===== config.mk =====
export PLATFORM = sky130hd
export DESIGN_NAME = async_fifo_rd_ctrl
export DESIGN_NICKNAME = d
export VERILOG_FILES = /design/src/rtl/async_fifo_pkg.sv /design/src/rtl/async_fifo_rd_ctrl_gray2bin.sv /design/src/rtl/async_fifo_rd_ctrl.sv
export SDC_FILE = /design/constraint.sdc
export NUM_CORES = 1
export LEC_CHECK = 0
export CAP_MARGIN = 0
export CORE_UTILIZATION = 46
export DETAILED_ROUTE_END_ITERATION = 6
export GPL_ROUTABILITY_DRIVEN = 0
export PLACE_DENSITY = 0.8
export SKIP_LAST_GASP = 1
export SLEW_MARGIN = 20
export SYNTH_ARGS = -nofsm -noshare
export SYNTH_HDL_FRONTEND = slang
export SYNTH_SLANG_ARGS = --single-unit
export TNS_END_PERCENT = 30

===== constraint.sdc =====
create_clock -name clk -period 2.69 [get_ports clk]
set_input_delay 0.807 -clock clk [delete_from_list [all_inputs] [get_ports clk]]
set_output_delay 0.807 -clock clk [all_outputs]
set_load 0.05 [all_outputs]

===== src/rtl/async_fifo_pkg.sv =====
// Shared types and helpers for the async FIFO pointer logic (read and write sides).
package async_fifo_pkg;

    localparam int c_default_addr_width = 3;
    localparam int c_default_sync_stages = 2;
    localparam int c_ptr_width = c_default_addr_width + 1;

    typedef logic [c_ptr_width-1:0] ptr_t;

    function automatic ptr_t bin2gray(input ptr_t b);
        return b ^ (b >> 1);
    endfunction

endpackage


===== src/rtl/async_fifo_rd_ctrl_gray2bin.sv =====
// Combinational Gray-to-binary decoder; each binary bit is the XOR of all Gray bits at or above it.
module GrayToBin #(
    parameter int p_bit_width = 4
) (
    input  logic [p_bit_width-1:0] gray,
    output logic [p_bit_width-1:0] bin
);

    for (genvar g = 0; g < p_bit_width; g++) begin : g_bit
        assign bin[g] = ^gray[p_bit_width-1:g];
    end

endmodule


===== src/rtl/async_fifo_rd_ctrl.sv =====
// Read-side pointer controller: synchronizes the writer's Gray pointer, tracks the read pointer,
// and derives empty, occupancy and the dequeue handshake.
module async_fifo_rd_ctrl
    import async_fifo_pkg::*;
#(
    parameter int p_addr_width  = c_default_addr_width,
    parameter int p_sync_stages = c_default_sync_stages
) (
    input  logic                  clk,
    input  logic                  reset_n,
    input  logic [p_addr_width:0] wptr_gray_async,
    output logic                  deq_val,
    input  logic                  deq_rdy,
    output logic [p_addr_width-1:0] raddr,
    output logic [p_addr_width:0] rptr_gray,
    output logic                  empty,
    output logic [p_addr_width:0] count
);

    localparam int c_pw = p_addr_width + 1;

    // Handshake: an entry is dequeued on a rising edge where deq_val and deq_rdy are both high.
    logic [p_sync_stages-1:0][c_pw-1:0] r_sync;
    logic [c_pw-1:0] r_rptr_bin;
    logic [c_pw-1:0] r_rptr_gray;
    logic [c_pw-1:0] w_wptr_gray_sync;
    logic [c_pw-1:0] w_wptr_bin;
    logic [c_pw-1:0] w_rptr_next;
    logic [c_pw-1:0] w_rptr_next_gray;
    logic            w_empty;
    logic            w_fire;

    always_ff @(posedge clk) begin
        if (!reset_n) begin
            r_sync <= '0;
        end else begin
            r_sync[0] <= wptr_gray_async;
            for (int i = 1; i < p_sync_stages; i++) begin
                r_sync[i] <= r_sync[i-1];
            end
        end
    end

    assign w_wptr_gray_sync = r_sync[p_sync_stages-1];

    GrayToBin #(
        .p_bit_width(c_pw)
    ) u_gray2bin (
        .gray(w_wptr_gray_sync),
        .bin (w_wptr_bin)
    );

    // Empty is judged in Gray so it depends only on registered, one-bit-per-step values.
    assign w_empty          = (r_rptr_gray == w_wptr_gray_sync);
    assign w_fire           = !w_empty && deq_rdy;
    assign w_rptr_next      = r_rptr_bin + 1'b1;
    assign w_rptr_next_gray = w_rptr_next ^ (w_rptr_next >> 1);

    always_ff @(posedge clk) begin
        if (!reset_n) begin
            r_rptr_bin  <= '0;
            r_rptr_gray <= '0;
        end else if (w_fire) begin
            r_rptr_bin  <= w_rptr_next;
            r_rptr_gray <= w_rptr_next_gray;
        end
    end

    assign empty     = w_empty;
    assign deq_val   = !w_empty;
    assign raddr     = r_rptr_bin[p_addr_width-1:0];
    assign rptr_gray = r_rptr_gray;
    assign count     = w_wptr_bin - r_rptr_bin;

endmodule


## Word-level counts from Yosys, hierarchy flattened

Index checks and enable logic that the tools add are counted.

| storage, ports and cells | value |
|---|---|
| flip-flop bits (word level) | 16 |
| output and inout bits | 13 |

| operators by class | value |
|---|---|
| add/subtract/negate cells | 2 |
| eq/ne operators | 1 |
| bitwise gates (word level) | 1 |
| reduce and logical (&&, ||, !) cells | 5 |

Operators with widths:

| kind | number |
|---|---|
| adder 4 x 1 -> 4 bit, second input constant | 1 |
| == test 4 bit | 1 |
| XOR reduction 4 bit | 1 |
| subtractor 4 bit | 1 |
| XOR 4 x 3 -> 4 bit | 1 |
| XOR reduction 3 bit | 1 |
| XOR reduction 2 bit | 1 |
| logical AND 1 bit | 1 |
| logical NOT 1 bit | 1 |

## Logic depth before layout (Yosys ltp)

Gate-level depths: netlist of run 1.

| depth | value |
|---|---|
| word-level depth | 3 |
| gate-level depth with buffers | 8 |
| mapped depth without buffers | 8 |

## Modules after synthesis

From an unflattened synthesis of run 1, not the netlist that was laid out.

| unflattened totals | value |
|---|---|
| cell total of the unflattened synthesis | 81 |
| area total of the unflattened synthesis | 793.3 um^2 |

By module, submodules not included:

| module | times used | cells each | area an instance (um^2) | sequential area each (um^2) |
|---|---|---|---|---|
| async_fifo_rd_ctrl | 1 | 76 | 743.2 | 300.3 |
| GrayToBin | 1 | 5 | 50.0 | 0.0 |

## Worst setup path after synthesis of run 1

No wires, ideal clock.

| timing path | value |
|---|---|
| path type | flip-flop to output port |
| start | register r_sync (netlist bit w_wptr_gray_sync[3]) |
| end | output port count[2] |
| arrival time | 2.344 ns |
| path slack | -0.461 ns |
| stages on the path, launching flop included | 7 |
| path through | dfxtp_1 > xor2_1 > xnor2_1 > xor2_1 > ha_1 > fa_1 > xnor2_1 |

| on the way | value |
|---|---|
| word-level cells in the longest chain between the ends | 2 |
| elaborated cells between the ends (all ways) | 4 |

Ends and longest elaborated chain:

| element | line | source |
|---|---|---|
| start: declaration | async_fifo_rd_ctrl.sv:23 | `logic [p_sync_stages-1:0][c_pw-1:0] r_sync;` |
| start signal: indexed assignment | async_fifo_rd_ctrl.sv:39 | `r_sync[i] <= r_sync[i-1];` |
| XOR reduction 4 bit (tied with other cells) | async_fifo_rd_ctrl_gray2bin.sv:10 | `assign bin[g] = ^gray[p_bit_width-1:g];` |
| subtractor 4 bit (*) | async_fifo_rd_ctrl.sv:73 | `assign count = w_wptr_bin - r_rptr_bin;` |
| end: declaration | async_fifo_rd_ctrl.sv:17 | `output logic [p_addr_width:0] count` |

Mark *: on every way between the ends. The rest lies on a longest branch, timed or not.

## Final worst setup path of run 1

| timing path | value |
|---|---|
| start | register r_sync (netlist bit w_wptr_gray_sync[2]) |
| end | output port count[2] |

Same word-level chain as after synthesis.

==> flow_summary.ini, run 1 <==
[clock_tree]
numCtsBuffers = 3
cts_num_sinks = 15
cts_hold_buf = 0
ctsHtreeMaxLevel = 1
clock_insertion_delay_worst_skew_ns = 0.28
cts-root-buf = sky130_fd_sc_hd__clkbuf_4
cts.clk_slew.worst_paths_ns = 0.09
clockBufferDepth = 2
cts_tree = yes

[final_layout]
syn_to_final_growth_pct = 50.65
post_route_cells_drive_above_1_share_pct = 29.25
layout.cells.most_common = sky130_fd_sc_hd__clkdlybuf4s50_1
number_of_antenna_repair_diodes = 0
design_area_mm2 = 0.001157
final_cell_mix = 13 x sky130_fd_sc_hd__clkdlybuf4s50_1, 10 x sky130_fd_sc_hd__dfxtp_1, 9 x sky130_fd_sc_hd__and2_1, 7 x sky130_fd_sc_hd__buf_4
final_nets = 119
final_util_pct = 75.08

[setup_path]
r2r_slack_ns = 0.87
timing_worst_setup_path_type = register to output port
crit_arrival_ns = 2.13
worst-path-max-fanout = 3
worst_setup_path_end_kind = output port
cp-start-kind = register
critical_path_data_required_time_ns = 1.88
rr_endpoint = r_rptr_bin[3]
worst_r2r_path_depth = 5
r2r_start = w_wptr_gray_sync[3]

[floorplanning]
core_area_mm2 = 0.001541
fp.dieW_um = 42.87
die_y_um = 42.87
die_area_mm2 = 0.001837
floorplan.rows = 14
start_util_pct = 49.84
top_level_ports = 20

[global_routing]
grt_antenna_before_repair = 0
gr-max-usage-layer = met2
groute.layer.met2.usage_pct = 30.91
vias_in_the_first_global_route = 575
global_route_wire_length_before_repair_um = 2304
use_met3_pct = 1.277
aggregate_global_route_resource_usage_pct = 17.17
globalRouteMet1Util_pct = 18.93
grt_max_degree = 21
grt_remaining_overflow = 0

[power]
p_per_area_mw_per_mm2 = 705.4
power.ir.vdd_worst_v = 0.0004826
leakagePower_uw = 0.0004851

[logic_synthesis]
syn_nets = 92
syn-instance-count = 80
seq_cells_post_synth = 15
ys.flop_type = sky130_fd_sc_hd__dfxtp_1
yosys.cell_types.count = 22
async_reset_ff_share_pct = 0
synth_top_area_share_pct = 39.09
synth_sequential_area_ratio_pct = 39.09
synth_enable_flop_cells = 0
ys.warnings.count = 0
post-synth-top-area-cell = sky130_fd_sc_hd__dfxtp_1
post_synth_instance_area_um2 = 768.2
synth_area_leaders = sky130_fd_sc_hd__dfxtp_1 39%, sky130_fd_sc_hd__xnor2_1 8.0%, sky130_fd_sc_hd__and2_1 7.3%, sky130_fd_sc_hd__xor2_1 6.8%, sky130_fd_sc_hd__ha_1 6.5%
postSynthAreaPerCell_um2 = 9.603

[worst_hold_path]
source_of_the_worst_hold_timing_path = r_sync[1]
hold_path_end = w_wptr_gray_sync[1]
worst_hold_path_type = register to register
min_delay_path_depth = 1

[timing]
report.final.hold_viol_count = 0
setup_ws_ns = -0.2433
setup_viol = 3
slew-limit-headroom_pct = 52.84
maxSlewViolCount = 0
rsz_0062_raised_after_global_routing = true
final_min_period_over_clock_period_pct = 109.0
achievable-frequency_mhz = 340.9
max_slew.worst_pin.slew_ns = 0.7050
fin_tns_setup_ns = -0.6657
timing.final.crit_period_ns = 2.933
final.setup_skew_ns = 0.002492

[run_status]
violated_checks = setup timing
status = finished with violations

[placed_design]
place.detailed.hpwl_um = 1125
portBuffers = 19
postPlaceCellArea_mm2 = 0.001104
pre_cts_slack_ns = -0.05575

[route]
wirelength_um = 1408
avgViaCountPerCell = 5.041
drtAntennaViolNets = 0
drtPass1Iterations = 4
routedWlPerCell_um = 11.54
drc_errors = 0
drtIter0Drc = 6
detailroute.via_count = 615

[job]
max_cap_violations = 0
[synthesized netlist by cell type, types with 2 or more instances]
cell type                   n
sky130_fd_sc_hd__dfxtp_1   15
sky130_fd_sc_hd__and2_1     9
sky130_fd_sc_hd__inv_1      8
sky130_fd_sc_hd__xnor2_1    7
sky130_fd_sc_hd__o21ai_0    6
sky130_fd_sc_hd__xor2_1     6
sky130_fd_sc_hd__nand2_1    5
sky130_fd_sc_hd__nand3_1    5
sky130_fd_sc_hd__ha_1       4
sky130_fd_sc_hd__a21oi_1    2
sky130_fd_sc_hd__clkbuf_1   2
[what timing repair did]
item,CTS,global route
pin swaps,6,1
hold endpoints to repair,0,0
buffers inserted,2,0
gates resized for setup,5,0
gates cloned,0,0
endpoints found under the setup margin,3,3
[worst max path at each step]
stage,end,start,depth (start not counted),slack (ns)
2_1_floorplan,count[3],w_wptr_gray_sync[3],8,-0.02
3_3_place_gp,count[3],w_wptr_gray_sync[2],9,0.04
3_5_place_dp,count[3],w_wptr_gray_sync[2],9,-0.06
4_1_cts,count[3],w_wptr_gray_sync[2],9,-0.29
5_1_grt,count[3],w_wptr_gray_sync[3],9,-0.35
6_report,count[2],w_wptr_gray_sync[2],7,-0.24
[logic make-up (layout without fill, tap and decap cells)]
family / after synthesis / in the layout / share of synthesized area [%]
AND/OR/NAND/NOR: 22 / 22 / 15.80
XOR/XNOR: 14 / 14 / 16.94
adder cells (fa/ha/maj): 5 / 5 / 9.121
AO/OA/AOI/OAI: 13 / 13 / 12.71
buffers and inverters: 11 / 37 / 6.352
flip-flops: 15 / 15 / 39.09
[where the power goes]
group | internal (uW) | switching [uW]
Combinational | 198 | 241
Clock | 57.6 | 70.4
Sequential | 238 | 11.4
Total | 493 | 323
[state kept, by name, summed over array words and instances, names as in the netlist]
signal	cells
r_rptr_bin	4
rptr_gray	3
w_wptr_gray_sync	4
r_sync	4
[stage by stage]
stage	total power, uW	std cells	hold slack [ns]
after floorplan	524.2	80	0.4119
after global placement	681.7	116	0.4145
after detailed placement	689.2	116	0.4217
after CTS	823.4	122	0.4410
after global routing	853.0	122	0.4684
final	816.4	122	0.4381
[layer usage]
metal  up-vias  part of all wire [%]
li1        310                     -
met1       290                    45
met2        13                    50
met3         2                   2.6
met4         0                   1.8
met5         -                     0
[final cells by class]
class                           instances  area [um^2]
Multi-Input combinational cell         54        488.0
Fill cell                             108        384.1
Sequential cell                        15        306.5
Timing Repair Buffer                   25        282.8
Inverter                                8        33.78
Clock buffer                            4        26.28
Tap cell                               16        20.02
[worst max-delay path, stage by stage, from the launching register on]
cell	delay, ns
sky130_fd_sc_hd__dfxtp_2	0.34
sky130_fd_sc_hd__xor2_2	0.18
sky130_fd_sc_hd__xnor2_2	0.16
sky130_fd_sc_hd__xor2_1	0.18
sky130_fd_sc_hd__ha_2	0.21
sky130_fd_sc_hd__fa_1	0.44
sky130_fd_sc_hd__xnor2_4	0.18
sky130_fd_sc_hd__buf_12	0.15
(Power assumes the default switching activity.)
==> inputs of run 2 (changes only) <==
--- a/config.mk
+++ b/config.mk
@@ -10,6 +10,7 @@
 export DETAILED_ROUTE_END_ITERATION = 6
 export GPL_ROUTABILITY_DRIVEN = 0
 export PLACE_DENSITY = 0.8
+export SETUP_SLACK_MARGIN = 0.2
 export SKIP_LAST_GASP = 1
 export SLEW_MARGIN = 20
 export SYNTH_ARGS = -nofsm -noshare
==> results of run 2 <==
Final layout, timing and power as in run 1 (identical DEF).
==> inputs of run 3 (changes only) <==
==> constraint.sdc (replaced) <==
create_clock -name clk -period 2.85 [get_ports clk]
set_input_delay 0.855 -clock clk [delete_from_list [all_inputs] [get_ports clk]]
set_output_delay 0.855 -clock clk [all_outputs]
set_load 0.05 [all_outputs]
==> run 3 against run 2 <==
  * The flow still finishes with violations (setup timing)
  * Core utilization is 0.97 points lower
  * Clock skew is 0.00091 ns higher
  * Combinational power is 8.7% lower
  * Hold slack hardly changed
  * Largest cell class unchanged
==> flow_summary.ini, run 3 (same netlist as run 1, synthesis figures left out) <==
[run_status]
status = finished with violations
violated_checks = setup timing

[floorplanning]
die_area_mm2 = 0.001837
start_util_pct = 49.84
die_y_um = 42.87
floorplan.rows = 14
top_level_ports = 20
core_area_mm2 = 0.001541
fp.dieW_um = 42.87

[final_layout]
post_route_cells_drive_above_1_share_pct = 26.47
final_util_pct = 74.11
final_cells = 118
syn_to_final_growth_pct = 48.70
final_cell_mix = 13 x sky130_fd_sc_hd__clkdlybuf4s50_1, 10 x sky130_fd_sc_hd__dfxtp_1, 9 x sky130_fd_sc_hd__and2_1, 7 x sky130_fd_sc_hd__inv_1, 6 x sky130_fd_sc_hd__o21ai_0
final_nets = 115
layout.cells.most_common = sky130_fd_sc_hd__clkdlybuf4s50_1
number_of_antenna_repair_diodes = 0

[route]
routedWlPerCell_um = 11.91
dr_wl_met2_um = 754
met3_length_um = 40
drtIter0Drc = 18
wirelength_um = 1405
route.top_layer_used = met4
wirelength_met1_um = 562
drc_errors = 0
detailroute.via_count = 610
drtPass1Iterations = 4
avgViaCountPerCell = 5.169
drtAntennaViolNets = 0

[setup_path]
worst-path-max-fanout = 3
timing.critical_path.buf_inv = 2
timing_worst_setup_path_type = register to output port
crit_arrival_ns = 2.19
worst_path_most_repeated_cell = sky130_fd_sc_hd__xor2_4
worst_setup_path_end_kind = output port
max_stage_delay_ns = 0.37
critical_path.top_delay_family = XOR/XNOR gates
cell_type_of_the_slowest_stage_on_the_worst_timing_path = sky130_fd_sc_hd__dfxtp_4
crit_chain = xor2_4, xnor2_2, xor2_1, ha_2, inv_1, a21o_1, a21oi_4, xor2_4, buf_12
cp-start-kind = register
critical_path_data_required_time_ns = 2.00

[power]
p_sw_share_pct = 40.12
clock_power_share_pct = 15.5
seqPwrFrac_pct = 31.9
post-layout-total-power_uw = 762.3
power.ir.vdd_worst_v = 0.0004704
power.net_switching_uw = 305.8
power.internal_uw = 456.5
leakagePower_uw = 0.0004689
p_per_area_mw_per_mm2 = 667.3
combinationalPowerShare_pct = 52.5

[timing]
timing.final.crit_period_ns = 3.046
achievable-frequency_mhz = 328.3
setup_viol = 3
final_min_period_over_clock_period_pct = 106.9
maxSlewViolCount = 0
final.hold.worst_slack_ns = 0.4376
final.setup_skew_ns = 0.003401
setup_ws_ns = -0.1961
report.final.hold_viol_count = 0
max_slew.worst_pin.slew_ns = 0.6763
slew-limit-headroom_pct = 54.76
rsz_0062_raised_after_global_routing = true

[global_routing]
aggregate_global_route_resource_usage_pct = 18.60
vias_in_the_first_global_route = 609
grt_max_degree = 21
grt_remaining_overflow = 0
grt_antenna_before_repair = 0
global_route_wire_length_before_repair_um = 2477

[placed_design]
dp.cells = 112
portBuffers = 19
place.detailed.hpwl_um = 1043
pre_cts_slack_ns = -0.005476

[job]
max_cap_violations = 0

[clock_tree]
cts_hold_buf = 0
cts.clk_slew.worst_paths_ns = 0.09
cts_tree = yes
ctsHtreeMaxLevel = 1
cts_num_sinks = 15
numCtsBuffers = 3
clockBufferDepth = 2
clock_insertion_delay_worst_skew_ns = 0.28
cts-root-buf = sky130_fd_sc_hd__clkbuf_4

[worst_hold_path]
worst_hold_path_type = register to register
## run 3: area by class of cell
class	count	area (um^2)
multi-input combinational	54	499.2
fill	113	399.1
sequential	15	309.0
timing repair buffer	21	252.7
inverter	8	33.78
clock buffer	3	22.52
tap	16	20.02
clock inverter	1	5.005
## run 3: worst paths after layout
kind	startpoint	endpoint	slack (ns)	cells past startpoint
max	w_wptr_gray_sync[3]	count[3]	-0.20	9
max reg2reg	w_wptr_gray_sync[3]	r_rptr_bin[3]	1.00	5
min	r_sync[1]	w_wptr_gray_sync[1]	0.44	1
min reg2reg	r_sync[1]	w_wptr_gray_sync[1]	0.44	1
## run 3: metal layers
layer  track usage, %  up-vias
met5                0        -
met4            15.63        0
met3            2.553        6
met2            32.12       17
met1            19.52      282
li1                 -      305
## run 3: per-stage QoR
step           setup TNS [ns]  area (um^2)
2_1_floorplan               0        834.6
3_3_place_gp                0         1074
3_5_place_dp        -0.005476         1074
4_1_cts               -0.5059         1131
5_1_grt               -0.6847         1142
6_report              -0.4163         1142
## run 3: power groups by stage
stage / Sequential, uW / Clock [uW] / Combinational (uW)
2_1_floorplan: 275 / 0 / 220
3_3_place_gp: 248 / 0 / 386
3_5_place_dp: 248 / 0 / 391
4_1_cts: 243 / 125 / 400
5_1_grt: 247 / 134 / 422
6_report: 243 / 118 / 401
## run 3: timing repair
item | in CTS | in global routing
resized for setup | 5 | 1
setup endpoints to repair | 4 | 6
hold endpoints to repair | 0 | 0
buffers inserted | 2 | 0
pin swaps | 4 | 1
==> edit (flow settings as in run 3) <==
Set the package constant `c_default_addr_width` to 2 (it was 3).
--- a/src/rtl/async_fifo_pkg.sv
+++ b/src/rtl/async_fifo_pkg.sv
@@ -3,3 +3,3 @@
 
-    localparam int c_default_addr_width = 3;
+    localparam int c_default_addr_width = 2;
     localparam int c_default_sync_stages = 2;
Interface: changed (resized count, raddr, rptr_gray and wptr_gray_async); port bits go from 20 to 16. No check against the original RTL was run, so the function may have changed too.
==> edit against run 3 <==
Setup slack better by 0.32 ns; critical path depth down 2; final area down 30%; fmax up 12%; power down 28%; routed wire length down 30%; sequential cell count down 4; area after synthesis down 28%; largest power group unchanged.
==> edit: results (changes against run 3) <==
[synth]
netlist_top_cells_count = 11 x dfxtp_1, 8 x nand2_1, 6 x and2_1, 5 x inv_1
syn_inst = 54  ; -33%
synth_top_cells_by_area = dfxtp_1 40%, mux2i_1 7.3%, and2_1 6.8%, xor2_1 6.3%, nand2_1 5.4%
synth-async-reset-ratio_pct = 0  ; unchanged
post_synth_num_cell_types = 19  ; -14%
synth.yosys.seq_area_share_pct = 39.91  ; +0.82 points
ys.warnings.count = 0  ; unchanged
net_count_after_synthesis = 63  ; -32%

[run_status]
status = finished, final reports clean

[finish]
layout-drive-gt1-share_pct = 28.38  ; +1.9 points
non_filler_instance_count_after_layout = 88  ; -25%
antenna-diode-count = 0  ; unchanged
post-route-cell-area_um2 = 802.0  ; -30%
fill_cells = 82  ; -27%
num-nets-final = 84  ; -27%

[power_and_ir_drop]
ir_drop_uv = 355.3  ; -24%
cellLeakagePower_nw = 0.3460  ; -26%
cellPowerDensity_nw_per_um2 = 682.3  ; +2.2%
netSwitchingFraction_pct = 38.74  ; -1.4 points

[routing]
vias = 429  ; -30%
drt_first_pass_iters = 4  ; unchanged
detail_route.wirelength_um = 981  ; -30%
drt-initial-drc-count = 14  ; -4

[place]
placed_area_um2 = 755.7  ; -30%
post-place-cells = 83  ; -26%
dp_worst_setup_slack_ns = 0.1580  ; +0.1635 ns
detailed_place_hpwl_um = 748.9  ; -28%
port_buffers = 15  ; -4

[worst_hold_path]
hp-class = reg2reg

[critical_path]
cpPeakStageDelay_ns = 0.37  ; about the same
path_delay_family = adder cells
cp_data_arrival_time_ns = 1.87  ; -0.32 ns
critical_path_peak_fanout = 2  ; -1
cpMaxStageDelayCell = fa_2

[cts]
cts_root_buf = clkbuf_4
clk_path_buf_depth = 2  ; unchanged
num_cts_buffers = 3  ; unchanged
cts-htree-levels = 1  ; unchanged
clock_pin_slew_reported_for_the_worst_setup_and_hold_paths_after_clock_tree_synthesis_ns = 0.07  ; -0.02 ns
worstSkewPairLatency_ns = 0.26  ; -0.02 ns

[grt]
antenna_found_initial = 0  ; unchanged
grt_pass1_vias = 420  ; -31%
groute.usage.overall_pct = 17.92  ; -0.68 points
grt_start_max_net_pins = 17  ; -19%
grt_first_pass_wirelength_um = 1697  ; -31%

[sta]
timing.max_slew.rel_slack_pct = 61.22  ; +6.5 points
clock_skew_ns = 0.001098  ; -0.002303 ns

## edit: cell types whose count changed after synthesis, sizes merged, moves of 2 or more
cell / run 3 / this run
o21ai: 6 / 0
nand3: 5 / 0
dfxtp: 15 / 11
mux2i: 0 / 4
xnor2: 7 / 3
and2: 9 / 6
nand2: 5 / 8
xor2: 7 / 4
a21oi: 2 / 0
ha: 4 / 2
inv: 8 / 6
## edit: layout make-up
type,instances,area share [%]
Timing Repair Buffer,17,22.15
Multi-Input combinational cell,36,41.65
Clock buffer,4,3.276
Inverter,6,2.808
Sequential cell,11,27.93
Tap cell,14,2.184
## edit: final timing paths
path	to	slack, ns	cells past startpoint	from
min reg2reg	w_wptr_gray_sync[2]	0.43	1	r_sync[2]
max	count[2]	0.13	7	w_wptr_gray_sync[2]
min	w_wptr_gray_sync[2]	0.43	1	r_sync[2]
max reg2reg	rptr_gray[0]	1.29	3	r_rptr_bin[2]
## edit: repair_timing
item / in CTS / in global routing
buffers inserted: 1 / 0
gates resized for setup: 4 / 0
pin swaps: 3 / 1
endpoints found under the setup margin: 2 / 3
## edit: cells by family after synthesis
logic type	after synthesis	synth area share, %
xor+xnor	8	16.10
fa+ha+maj	3	8.163
compound gates	3	5.442
buf+inv	7	4.761
simple gates	18	18.37
mux	4	7.257
flops	11	39.91
## edit: layer usage
metal	up-vias	routed length [um]	track usage (%)
li1	215	-	-
met4	0	0	5.556
met3	0	49	5.488
met2	14	483	29.02
met1	200	448	22.83
met5	-	0	0
## edit: power groups by stage
stage	logic [mW]	clock network, mW	registers (mW)
2_1_floorplan	0.155	0	0.205
3_3_place_gp	0.259	0	0.181
3_5_place_dp	0.263	0	0.182
4_1_cts	0.267	0.107	0.179
5_1_grt	0.280	0.116	0.180
6_report	0.264	0.104	0.179
